`src/rtl/popcount_rr_arbiter.sv`:
```
// Round-robin arbiter sharing one 12-bit ones-count unit among requesters.
// Returns the count with the requester ID and keeps saturating per-requester totals.
`timescale 1ns/1ps
module popcount_rr_arbiter #(
  parameter int N_REQ = 4,
  parameter int ID_W  = 2,
  parameter int ACC_W = 16
) (
  input  logic                   clk,
  input  logic                   rst,
  input  logic [N_REQ-1:0]       req_valid,
  input  logic [N_REQ*12-1:0]    req_data,
  output logic [N_REQ-1:0]       req_ready,
  output logic                   rsp_valid,
  input  logic                   rsp_ready,
  output logic [ID_W-1:0]        rsp_id,
  output logic [4:0]             rsp_count,
  input  logic                   clr_acc,
  output logic [N_REQ*ACC_W-1:0] acc_total
);

  typedef enum logic [1:0] {
    IDLE,
    EVAL,
    RESP
  } state_t;

  state_t           r_state;
  state_t           w_next;
  logic [ID_W-1:0]  r_ptr;
  logic [ID_W-1:0]  r_id;
  logic [ID_W-1:0]  w_win;
  logic             w_found;
  logic [11:0]      r_op;
  logic [4:0]       w_cnt;
  logic [ACC_W-1:0] r_acc [N_REQ];

  // Downward scan so the closest index after p is the last one written.
  function automatic logic [ID_W:0] f_pick(
    input logic [N_REQ-1:0] v,
    input logic [ID_W-1:0]  p
  );
    logic [ID_W:0] res;
    int            idx;
    res = '0;
    for (int k = N_REQ; k >= 1; k--) begin
      idx = (int'(p) + k) % N_REQ;
      if (v[idx]) res = {1'b1, ID_W'(idx)};
    end
    return res;
  endfunction

  function automatic logic [4:0] f_ones(input logic [11:0] d);
    logic [4:0] c;
    c = '0;
    for (int b = 0; b < 12; b++) c = c + {4'd0, d[b]};
    return c;
  endfunction

  function automatic logic [ACC_W-1:0] f_sat(
    input logic [ACC_W-1:0] a,
    input logic [4:0]       c
  );
    logic [ACC_W:0] s;
    s = {1'b0, a} + (ACC_W+1)'(c);
    return s[ACC_W] ? '1 : s[ACC_W-1:0];
  endfunction

  assign {w_found, w_win} = f_pick(req_valid, r_ptr);
  assign w_cnt = f_ones(r_op);

  // One-hot grant, only while idle and out of reset.
  always_comb begin
    req_ready = '0;
    if (!rst && r_state == IDLE && w_found)
      req_ready[w_win] = 1'b1;
  end

  // Next-state selection.
  always_comb begin
    w_next = r_state;
    unique case (r_state)
      IDLE: if (w_found) w_next = EVAL;
      EVAL: w_next = RESP;
      RESP: if (rsp_ready) w_next = IDLE;
      default: w_next = IDLE;
    endcase
  end

  // State register.
  always_ff @(posedge clk or posedge rst) begin
    if (rst) r_state <= IDLE;
    else     r_state <= w_next;
  end

  // Latch operand, winner and round-robin pointer on a grant.
  always_ff @(posedge clk or posedge rst) begin
    if (rst) begin
      r_op  <= '0;
      r_id  <= '0;
      r_ptr <= ID_W'(N_REQ - 1);
    end else if (r_state == IDLE && w_found) begin
      r_op  <= req_data[12*w_win +: 12];
      r_id  <= w_win;
      r_ptr <= w_win;
    end
  end

  // Response register: loaded in EVAL, held until handshake.
  always_ff @(posedge clk or posedge rst) begin
    if (rst) begin
      rsp_valid <= 1'b0;
      rsp_id    <= '0;
      rsp_count <= '0;
    end else if (r_state == EVAL) begin
      rsp_valid <= 1'b1;
      rsp_id    <= r_id;
      rsp_count <= w_cnt;
    end else if (r_state == RESP && rsp_ready) begin
      rsp_valid <= 1'b0;
    end
  end

  // Saturating totals; a clear coinciding with EVAL keeps only this word.
  always_ff @(posedge clk or posedge rst) begin
    if (rst) begin
      for (int i = 0; i < N_REQ; i++) r_acc[i] <= '0;
    end else begin
      for (int i = 0; i < N_REQ; i++) begin
        if (r_state == EVAL && r_id == ID_W'(i))
          r_acc[i] <= clr_acc ? ACC_W'(w_cnt)
                              : f_sat(r_acc[i], w_cnt);
        else if (clr_acc)
          r_acc[i] <= '0;
      end
    end
  end

  // Flatten totals onto the output bus.
  always_comb begin
    acc_total = '0;
    for (int i = 0; i < N_REQ; i++)
      acc_total[i*ACC_W +: ACC_W] = r_acc[i];
  end

endmodule

```
`config.mk`:
```
export PLATFORM = sky130hd
export DESIGN_NAME = popcount_rr_arbiter
export DESIGN_NICKNAME = d
export VERILOG_FILES = /design/src/rtl/popcount_rr_arbiter.sv
export SDC_FILE = /design/constraint.sdc
export NUM_CORES = 1
export LEC_CHECK = 0
export BUFFER_PORTS_ARGS = -buffer_cell sky130_fd_sc_hd__buf_4
export CAP_MARGIN = 40
export CORE_MARGIN = 2
export CORE_UTILIZATION = 40
export DETAILED_ROUTE_END_ITERATION = 7
export PLACE_DENSITY_LB_ADDON = 0.15
export SYNTH_ARGS = -nofsm -noshare
export SYNTH_HDL_FRONTEND = slang
export SYNTH_SLANG_ARGS = --single-unit
```
`constraint.sdc`:
```
create_clock -name clk -period 5 [get_ports clk]
set_clock_uncertainty 0.15 [all_clocks]
set_input_delay 0.5 -clock clk [delete_from_list [all_inputs] [get_ports clk]]
set_output_delay 0.5 -clock clk [all_outputs]
set_load 0.005 [all_outputs]
```
After elaboration in Yosys (flattened, before gate mapping)
Cells that the tools add are included.
Widths: inputs -> output; s select.
Cells by class
  $add $sub $neg: 19
  multipliers: 1
  $lt $le $gt $ge: 6
  eq/ne operators: 7
  shifts and indexed selects: 1
  multiplexer cells: 37
  bitwise logic cells: 4
  reduce and logical (&&, ||, !) cells: 22
Operators with widths (number)
  $mux 16: 13
  $add 16x5->17: 4
  $shiftx 48x7->12: 1
  $add 5x1->5: 7
  $lt 3x4->1 const B: 4
  $mux 3: 4
  $mux 1: 11
  $reduce_bool 2->1: 5
  $logic_and 1x1->1: 9
  $bmux 1 s2: 4
  $reduce_or 2->1: 4
  $eq 2x2->1 const B: 3
  $pmux 2 s3: 1
  $add 4x1->5: 1
  $add 2x1->2 const B: 2
  $add 2x2->2 const B: 2
  $add 3x1->4: 1
  $and 1x1->1 const A: 4
  $eq 2x1->1 const B: 2
  $logic_not 2->1: 2
  $mul 2x2->4 const A: 1
  $mux 2: 2
  $mux 4: 1
  $ne 2x2->1 const B: 2
  7 further kinds: 7
Storage, ports and cells
  register bits after elaboration: 90
  output and inout bits: 76

Logic depth before layout (Yosys ltp)
Gate-level depths: netlist of the first run.
  depth after elaboration: 15
  depth in mapped cells: 16
  mapped depth without buffers: 16

Worst setup path before layout of the first run
No wires, ideal clock.
  path type: register to register
  start point: register r_op[0]
  end point: register r_acc, in the netlist acc_total[39]
  library setup time: 0.094 ns
  data arrival time: 4.782 ns
  required time: 4.756 ns
  path slack: -0.026 ns
  cell stages (with the launch flop): 16
  path buffers: 0
  clock period less this slack: 5.026 ns
  cell sequence: dfrtp_1 > inv_1 > fa_1 > fa_1 > fa_1 > fa_1 > inv_1 > ha_1 > fa_1 > inv_1 > fa_1 > nor2b_1 > o21ai_0 > a211oi_2 > o21ai_0 > a221oi_2
On the way
  word-level cells in the longest chain between the ends: 15
RTL lines
  from (decl): line 34  | logic [11:0] r_op;
  from (signal assigned): line 103  | r_op <= req_data[12*w_win +: 12];
  $add 1x1->2: line 56  | for (int b = 0; b < 12; b++) c = c + {4'd0, d[b]};
  $add 2x1->3: line 56
  $add 3x1->4: line 56
  $add 4x1->5: line 56
  $add 5x1->5 (7 in a row): line 56
  named net w_cnt[1]: line 35  | logic [4:0] w_cnt;
  $add 16x5->17: line 65  | s = {1'b0, a} + (ACC_W+1)'(c);
  $mux 16: line 66  | return s[ACC_W] ? '1 : s[ACC_W-1:0];
  $mux 16: line 131  | r_acc[i] <= clr_acc ? ACC_W'(w_cnt)
  $mux 16: line 130  | if (r_state == EVAL && r_id == ID_W'(i))
  to (signal, indexed assignment): line 131
  to (decl): line 36  | logic [ACC_W-1:0] r_acc [N_REQ];
The timed path passes the listed nets, and every way through them passes these cells.
A chain may end at the register's enable or synchronous reset.

Worst setup path after layout of the first run
  start point: register r_op[9]
  end point: register r_acc, in the netlist acc_total[62]
On the way
  word-level cells in the longest chain between the ends: 7
RTL lines (line)
  $add 5x1->5 (3 in a row): 56
  named net w_cnt[1]: 35
  $add 16x5->17: 65
  $mux 16: 66
  $mux 16: 131
  $mux 16: 130
The timed path passes the listed nets, and every way through them passes these cells.

==> metrics.yaml, run 1 <==
final_layout:
  fillers: 1262
  fin_area_um2: 7710
  diodes: 0
  drive_above_1_share: 0.343
  area_growth_pct: 33.9
  nets: 834
routing:
  drtAntennaViolNets: 0
  wl_um: 15700
  drc: 0
  dr.pass1.iters: 4
  first_iter_violations: 288
  via_per_inst: 5.66
  wl_per_cell_um: 16.8
  vias: 5278
floorplan:
  die-width_um: 124
  ios: 132
  die_h_um: 124
  die-area_um2: 15400
  core-area_um2: 14000
  start_util: 0.412
  rows: 43
yosys:
  yosysSeqAreaShare: 0.387
  yosysWarnings: 0
  avgSynthCellArea_um2: 9.74
  synthFlopType: "dfrtp_1"
  synth-seq-cells: 89
  syn_area_um2: 5760
  synth_edf_count: 0
  synth_nets: 678
  syn_inst: 591
  ys_types: 71
  synth_area_leaders: "dfrtp_1 38%, ha_1 4.3%, mux2i_1 4.2%"
  synth-async-reset-ratio: 1.00
  yosys.area.top_type_share: 0.378
  yosysTopAreaCell: "dfrtp_1"
worst_setup_path:
  cp_max_fo: 5
  worstReg2RegEnd: "acc_total[62]$_DFFE_PP0P_"
  critPathCaptureType: "flip-flop"
  r2r-start: "r_op[9]$_DFFE_PP0P_"
  rrSetupSlack_ns: 0.10
  cp.required_ns: 5.10
  critPathArrivalTime_ns: 5.00
  startpoint_type: "flip-flop"
  crit_end: "acc_total[62]$_DFFE_PP0P_"
  rr_worst_depth: 16
  path_class: "reg2reg"
  startpoint: "r_op[9]$_DFFE_PP0P_"
placed_design:
  place.port_buffers: 130
  postPlaceCellArea_um2: 7070
  hpwl_um: 10900
  gp_congestion: 0.855
sta:
  fmax_ghz: 0.204
  timing.slew.headroom: 0.566
  rsz0062_at_grt: "yes"
  fin_crit_ns: 4.90
  hold_violations: 0
  post-route-period-util: 0.980
  drv_slew: 0
  setup_violations: 0
  worst_pin_slew_ns: 0.648
clock_tree:
  numClockSinks: 89
  ctsRootBufferMaster: "clkbuf_16"
  htree_levels: 3
  cts.clk_slew.worst_paths_ns: 0.07
  clock_tree.buffer_depth: 2
  cts_tree: "built"
  insertion_delay_ns: 0.36
  cts_inserted_buffers: 9
hold_path:
  holdCritPathClass: "in2async"
global_routing:
  overflow: 0
  grt_pass1_wl_um: 24600
  antenna_found_initial: 0
  grt_pass1_vias: 5042
  grt_usage: 0.205
  grt_max_degree: 46
status:
  status: "finished, final reports clean"
flow_run:
  max_cap_viol_count: 0
[cells by family after synthesis]
family | Yosys count | synth area share
flops | 89 | 0.387
compound gates | 178 | 0.204
buf+inv | 70 | 0.0552
xor+xnor | 8 | 0.0122
mux | 41 | 0.0756
other cells | 1 | 0.000651
fa+ha+maj | 31 | 0.0817
simple gates | 173 | 0.184
[worst min path at each step]
stage | endpoint | slack (ns)
floorplan | r_op[0]$_DFFE_PP0P_ | 0.31
global placement | rsp_count[3]$_DFFE_PP0P_ | 0.32
detailed placement | r_op[3]$_DFFE_PP0P_ | 0.33
CTS | r_op[8]$_DFFE_PP0P_ | 0.007
global route | r_op[8]$_DFFE_PP0P_ | 0.03
finish | r_op[10]$_DFFE_PP0P_ | 0.007
[stage by stage]
stage	setup WS, ns	setup TNS (ns)	cells	hold slack [ns]	util
final	0.101	0	932	0.00662	0.551
after global routing	-0.0758	-0.652	932	0.0258	0.551
after CTS	0.000544	0	921	0.00667	0.531
after detailed placement	-0.138	-1.99	902	0.326	0.505
after global placement	-0.0569	-0.277	899	0.321	0.500
after floorplan	0.00907	0	591	0.306	-
[critical path, stage by stage, from the launching register on]
cell,delay (ns)
dfrtp_1,0.36
inv_2,0.04
fa_1,0.49
fa_1,0.53
fa_1,0.42
fa_1,0.51
inv_2,0.05
ha_4,0.16
fa_2,0.58
inv_4,0.06
buf_6,0.12
fa_2,0.36
nor2b_4,0.15
o21ai_4,0.10
a211oi_4,0.30
nand3_2,0.11
mux2_4,0.31
[cell usage in the layout (no fill, tap or decap), drive strengths merged, types with 17 or more instances in the layout]
cell type and instances:
mux2i 24, and4 17, inv 43, nor3 29
nand2 31, mux2 17, a21oi 35, dfrtp 87
a31oi 20, o21ai 55, ha 20, and3 19
buf 170
[registers in the layout (all words and copies together), names as in the netlist]
signal and flops:
acc_total 64, r_op 12, rsp_count 4, r_id 2, r_ptr 2, r_state 2, rsp_id 2, rsp_valid 1
[metal layers]
| metal | wire, um | part of all wire | GRT usage | up-vias |
|---|---|---|---|---|
| li1 | - | - | - | 2518 |
| met2 | 7780 | 0.50 | 0.334 | 161 |
| met1 | 6710 | 0.43 | 0.266 | 2581 |
| met5 | 0 | 0 | 0 | - |
| met4 | 256 | 0.016 | 0.0555 | 0 |
| met3 | 901 | 0.058 | 0.0586 | 18 |
[final cells by class]
cell class,count,area [um^2],area share
Clock inverter,3,23.8,0.00308
Clock buffer,13,270,0.0350
Timing Repair Buffer,170,1350,0.175
Sequential cell,89,2230,0.289
Multi-Input combinational cell,433,3440,0.446
Inverter,44,169,0.0219
Tap cell,180,225,0.0292
[synthesized netlist by cell type, drive strengths merged (5+ instances only)]
master	n
xor2	5
a21o	7
nor4	5
inv	44
and2	8
and4	17
and4b	6
nor2b	13
a211oi	15
mux2	17
clkbuf	14
dfrtp	87
a21oi	34
mux2i	24
nor3	29
nand2b	6
nand2	31
and3	19
o21ai	55
nor2	16
ha	20
a31oi	20
o21a	5
nand3	6
buf	12
o22ai	14
fa	11
a311oi	5
[timing repair]
action,in CTS,in global routing
buffers inserted,2,11
gates resized for setup,11,48
cloned,1,1
hold buffers,0,0
setup endpoints to repair,34,63
pin swaps,6,26
Power of run 1 is not shown: default switching activity piles up to over one toggle a cycle in this logic, so the estimate is an artifact.
==> run 2, diff against run 1 <==
--- a/config.mk
+++ b/config.mk
@@ -10,7 +10,6 @@
 export CORE_MARGIN = 2
 export CORE_UTILIZATION = 40
 export DETAILED_ROUTE_END_ITERATION = 7
-export PLACE_DENSITY_LB_ADDON = 0.15
 export SYNTH_ARGS = -nofsm -noshare
 export SYNTH_HDL_FRONTEND = slang
 export SYNTH_SLANG_ARGS = --single-unit
==> run 2 against run 1 <==
Flip-flop and latch count stayed put. Non-clock buffer count is 5 lower. Global-route usage hardly changed. Worst setup slack better by 0.025 ns. Critical path depth is 1 lower. Via count is 0.72% lower. Die area stayed put. Wire length is 1.5% lower. Design area is 2.0% lower. Worst hold slack better by 0.20 ns. Critical path type unchanged. Largest cell class unchanged.
==> metrics.yaml, run 2 (same netlist as run 1, synthesis figures left out) <==
status:
  status: "finished, final reports clean"  # unchanged
sta:
  fin_crit_ns: 4.87  # was 4.90 ns
  fmax_ghz: 0.205  # was 0.204 GHz
  setup_violations: 0  # unchanged
  rsz0062_at_grt: "yes"  # unchanged
  post-route-period-util: 0.975  # was 0.980
  hold_violations: 0  # unchanged
  worst_pin_slew_ns: 0.655  # was 0.648 ns
  drv_slew: 0  # unchanged
  timing.slew.headroom: 0.561  # was 0.566
  fin_setup_tns_ns: 0  # unchanged
clock_tree:
  cts_inserted_buffers: 9  # unchanged
  htree_levels: 3  # unchanged
  cts.clk_slew.worst_paths_ns: 0.07  # about the same
  ctsRootBufferMaster: "clkbuf_16"  # unchanged
  insertion_delay_ns: 0.36  # about the same
  clock_tree.buffer_depth: 2  # unchanged
  cts_tree: "built"  # unchanged
  numClockSinks: 89  # unchanged
routing:
  first_iter_violations: 293  # was 288
  dr.pass1.iters: 4  # unchanged
  wl_per_cell_um: 16.7  # was 16.8 um
  drtAntennaViolNets: 0  # unchanged
  via_per_inst: 5.66  # about the same
  drc: 0  # unchanged
  wl_um: 15400  # was 15,700 um
  vias: 5240  # was 5,278
final_layout:
  nets: 828  # was 834
  final_core_util: 0.540  # was 0.551
  final_cell_mix: "159 x buf_4, 87 x dfrtp_1, 40 x inv_1"  # was 159 x buf_4, 87 x dfrtp_1, 39 x inv_1
  diodes: 0  # unchanged
  area_growth_pct: 31.2  # was 33.9%
  fillers: 1299  # was 1,262
  finalNonFillerCells: 926  # was 932
  drive_above_1_share: 0.326  # was 0.343
  largest_reg_flops: 64  # unchanged
  final_common_cell: "buf_4"  # unchanged
worst_setup_path:
  critPathArrivalTime_ns: 4.97  # was 5.00 ns
  cp_max_fo: 5  # unchanged
  startpoint_type: "flip-flop"  # unchanged
  cp.required_ns: 5.09  # was 5.10 ns
  path_class: "reg2reg"  # unchanged
  critPathCaptureType: "flip-flop"  # unchanged
floorplan:
  die-width_um: 124  # unchanged
  start_util: 0.412  # unchanged
  rows: 43  # unchanged
  ios: 132  # unchanged
  core-area_um2: 14000  # unchanged
  die_h_um: 124  # unchanged
  die-area_um2: 15400  # unchanged
placed_design:
  place.port_buffers: 130  # unchanged
  dp.cells: 901  # was 902
  hpwl_um: 11200  # was 10,900 um
  gp_congestion: 0.855  # unchanged
flow_run:
  max_cap_viol_count: 0  # unchanged
global_routing:
  grt_max_degree: 46  # unchanged
  overflow: 0  # unchanged
  grt_pass1_wl_um: 24800  # was 24,600 um
  antenna_found_initial: 0  # unchanged
  grt_usage: 0.205  # about the same
  grt_pass1_vias: 5049  # was 5,042
hold_path:
  holdCritPathClass: "in2reg"  # was in2async
==> run 2: area by class of cell <==
cell class                 instances  area (um^2)  area share
sequential                        89         2230       0.295
clock buffer                      11          253      0.0334
multi-input combinational        432         3320       0.440
timing repair buffer             165         1290       0.171
tap                              180          225      0.0298
inverter                          44          169      0.0224
clock inverter                     5         61.3     0.00811
==> run 2: path summary, 6_finish.rpt <==
check,startpoint,endpoint,slack (ns),cells after the start
min in group asynchronous,rst,r_state[0]$_DFFE_PP0P_,0.51,3
setup reg to reg,r_op[0]$_DFFE_PP0P_,acc_total[62]$_DFFE_PP0P_,0.13,15
setup / recovery,r_op[0]$_DFFE_PP0P_,acc_total[62]$_DFFE_PP0P_,0.13,15
max in group asynchronous,rst,acc_total[14]$_DFFE_PP0P_,3.12,5
hold / removal,rsp_ready,r_state[1]$_DFFE_PP0P_,0.21,2
hold reg to reg,r_op[7]$_DFFE_PP0P_,r_op[7]$_DFFE_PP0P_,0.34,2
==> run 2: worst max-delay path, cell delays in order, from the launching register on <==
cell and delay, ns:
dfrtp_1 0.35, inv_1 0.06, fa_1 0.50, fa_1 0.53, fa_1 0.42, fa_1 0.49
inv_1 0.04, ha_2 0.18, fa_2 0.56, inv_4 0.07, fa_1 0.43, nor2b_1 0.16
o21ai_2 0.13, a211oi_4 0.30, nand3_2 0.11, mux2_4 0.30
==> run 2: routing by layer <==
metal | vias to the layer above | track usage | wire, um
li1 | 2495 | - | -
met1 | 2590 | 0.266 | 6770
met2 | 132 | 0.342 | 7590
met3 | 23 | 0.0412 | 766
met4 | 0 | 0.0681 | 299
met5 | - | 0 | 0
==> run 2: metrics by stage <==
| step | cell area (um^2) | setup WS [ns] | hold WS (ns) |
|---|---|---|---|
| after floorplan | 5760 | 0.00907 | 0.306 |
| after global placement | 6990 | -0.00910 | 0.318 |
| after detailed placement | 7060 | -0.0997 | 0.327 |
| after CTS | 7420 | 0.0267 | 0.194 |
| after global routing | 7560 | -0.0361 | 0.214 |
| final | 7560 | 0.126 | 0.211 |
==> run 2: what timing repair did <==
item                                    4_1_cts  5_1_grt
hold buffers                                  1        0
resized for setup                             8       27
endpoints found under the setup margin       37       59
pin swaps                                     3        4
hold endpoints to repair                     12        0
buffers inserted                              1        6
gates cloned                                  0        1
Power of run 2 is left out for the same reason.
==> run 3, diff against run 2 <==
--- a/config.mk
+++ b/config.mk
@@ -6,10 +6,10 @@
 export NUM_CORES = 1
 export LEC_CHECK = 0
 export BUFFER_PORTS_ARGS = -buffer_cell sky130_fd_sc_hd__buf_4
-export CAP_MARGIN = 40
 export CORE_MARGIN = 2
-export CORE_UTILIZATION = 40
+export CORE_UTILIZATION = 50
 export DETAILED_ROUTE_END_ITERATION = 7
+export PLACE_DENSITY = 0.78
 export SYNTH_ARGS = -nofsm -noshare
 export SYNTH_HDL_FRONTEND = slang
 export SYNTH_SLANG_ARGS = --single-unit
==> run 3 against run 2 <==
Via count increased by 0.74%. Design area decreased by 1.9%. Sequential share of layout area increased by 0.56 points. Final cell count decreased by 5.2%. Core utilization increased by 11 points. Count of clock-buffer cells in the layout increased by 2.
==> metrics.yaml, run 3 (same netlist as run 1, synthesis figures left out) <==
status:
  status: "finished, final reports clean"  # unchanged
global_routing:
  overflow: 0  # unchanged
  grt_usage: 0.239  # was 0.205
  grt_pass1_wl_um: 24600  # was 24,800 um
  grt_pass1_vias: 5447  # was 5,049
  antenna_found_initial: 0  # unchanged
  grt_max_degree: 61  # was 46
worst_setup_path:
  worst-path-buf-inv: 3  # unchanged
  critPathCaptureType: "flip-flop"  # unchanged
  crit_path_max_incr_delay_ns: 0.57  # was 0.56 ns
  startpoint_type: "flip-flop"  # unchanged
  crit_slowest_cell: "fa_2"  # unchanged
  cp_max_fo: 7  # was 5
  crit_chain: "inv_2 -> fa_1 -> fa_1 -> fa_1 -> fa_1 -> inv_2 -> ha_4 -> fa_2 -> inv_4 -> fa_2 -> nor2b_4 -> o21ai_4 -> a211oi_4 -> and4b_1 -> nor3_1"  # was inv_1 -> fa_1 -> fa_1 -> fa_1 -> fa_1 -> inv_1 -> ha_2 -> fa_2 -> inv_4 -> fa_1 -> nor2b_1 -> o21ai_2 -> a211oi_4 -> nand3_2 -> mux2_4
  cp.required_ns: 5.10  # was 5.09 ns
  rr_worst_depth: 15  # unchanged
  path_class: "reg2reg"  # unchanged
  cpMostUsedCell: "fa_1"  # unchanged
  crit_family: "adder cells"  # unchanged
  critPathArrivalTime_ns: 4.98  # was 4.97 ns
  path_depth: 15  # unchanged
floorplan:
  core-area_um2: 11300  # was 14,000 um^2
  die-area_um2: 12400  # was 15,400 um^2
  die_h_um: 111  # was 124 um
  ios: 132  # unchanged
  die-width_um: 111  # was 124 um
  start_util: 0.509  # was 0.412
  rows: 39  # was 43
placed_design:
  hpwl_um: 10600  # was 11,200 um
  gp_congestion: 0.857  # was 0.855
  dp_slack_ns: -0.179  # was -0.0997 ns
  place.port_buffers: 130  # unchanged
clock_tree:
  htree_levels: 3  # unchanged
  cts_tree: "built"  # unchanged
  ctsRootBufferMaster: "clkbuf_16"  # unchanged
  clock_tree.buffer_depth: 2  # unchanged
  cts.clk_slew.worst_paths_ns: 0.06  # was 0.07 ns
  numClockSinks: 89  # unchanged
  insertion_delay_ns: 0.34  # was 0.36 ns
  cts_inserted_buffers: 9  # unchanged
final_layout:
  area_growth_pct: 28.8  # was 31.2%
  fillers: 915  # was 1,299
  final_core_util: 0.655  # was 0.540
  drive_above_1_share: 0.333  # was 0.326
  nets: 817  # was 828
  final_cell_mix: "151 x buf_4, 87 x dfrtp_1, 38 x inv_1"  # was 159 x buf_4, 87 x dfrtp_1, 40 x inv_1
  diodes: 0  # unchanged
  final_common_cell: "buf_4"  # unchanged
  largest_reg_flops: 64  # unchanged
sta:
  hold_violations: 0  # unchanged
  fmax_ghz: 0.205  # about the same
  setup_violations: 0  # unchanged
  drv_slew: 0  # unchanged
  worst_pin_slew_ns: 1.10  # was 0.655 ns
  rsz0062_at_grt: "yes"  # unchanged
  fin_setup_tns_ns: 0  # unchanged
  fin_crit_ns: 4.88  # was 4.87 ns
  setup_slack_ns: 0.116  # was 0.126 ns
  timing.slew.headroom: 0.267  # was 0.561
  post-route-period-util: 0.977  # was 0.975
routing:
  first_iter_violations: 532  # was 293
  wl_per_cell_um: 17.1  # was 16.7 um
  dr.pass1.iters: 5  # was 4
  drtAntennaViolNets: 0  # unchanged
  vias: 5279  # was 5,240
  via_per_inst: 6.01  # was 5.66
  drc: 0  # unchanged
  wl_um: 15000  # was 15,400 um
flow_run:
  max_cap_viol_count: 0  # unchanged
hold_path:
  min_path_cells: 2  # unchanged
  holdCritPathClass: "in2reg"  # unchanged
==> run 3: cell types whose count changed in the layout (fill, tap and decap cells not counted), sizes merged, moves of 2 or more <==
cell,change
clkbuf,+2
buf,-10
clkinvlp,-2
clkinv,+2
==> run 3: final cells by class <==
cell class / instances / area, um^2 / area share
inverter: 44 / 169 / 0.0228
timing repair buffer: 154 / 1160 / 0.157
clock inverter: 3 / 17.5 / 0.00236
multi-input combinational: 432 / 3410 / 0.460
clock buffer: 13 / 250 / 0.0337
sequential: 89 / 2230 / 0.301
tap: 143 / 179 / 0.0241
==> run 3: path summary, 6_finish.rpt <==
| kind | startpoint | endpoint | slack (ns) |
|---|---|---|---|
| max | r_op[9]$_DFFE_PP0P_ | acc_total[10]$_DFFE_PP0P_ | 0.12 |
| min in group asynchronous | rst | r_op[8]$_DFFE_PP0P_ | 0.29 |
| min | rsp_ready | r_state[1]$_DFFE_PP0P_ | 0.21 |
| max in group asynchronous | rst | acc_total[34]$_DFFE_PP0P_ | 3.43 |
| min reg2reg | r_op[3]$_DFFE_PP0P_ | r_op[3]$_DFFE_PP0P_ | 0.34 |
| max reg2reg | r_op[9]$_DFFE_PP0P_ | acc_total[10]$_DFFE_PP0P_ | 0.12 |
==> run 3: timing repair <==
item,in CTS,in global routing
gates resized for setup,20,35
endpoints found under the setup margin,52,55
pin swaps,8,16
cloned,1,0
setup buffers,5,0
hold endpoints to repair,0,0
hold buffers,0,0
==> run 3: layer usage <==
layer	vias up	wire, um	track usage
met4	0	342	0.0798
met1	2565	6270	0.296
li1	2476	-	-
met2	201	7550	0.420
met3	37	892	0.0470
met5	-	0	0
==> run 3: metrics by stage <==
| stage | cell area, um^2 | hold WS (ns) | std cells |
|---|---|---|---|
| after CTS | 7280 | 0.220 | 879 |
| after global placement | 6910 | 0.320 | 857 |
| after global routing | 7420 | 0.220 | 878 |
| final | 7420 | 0.212 | 878 |
| after detailed placement | 6910 | 0.326 | 857 |
| after floorplan | 5760 | 0.306 | 591 |
Power of run 3 is left out for the same reason.
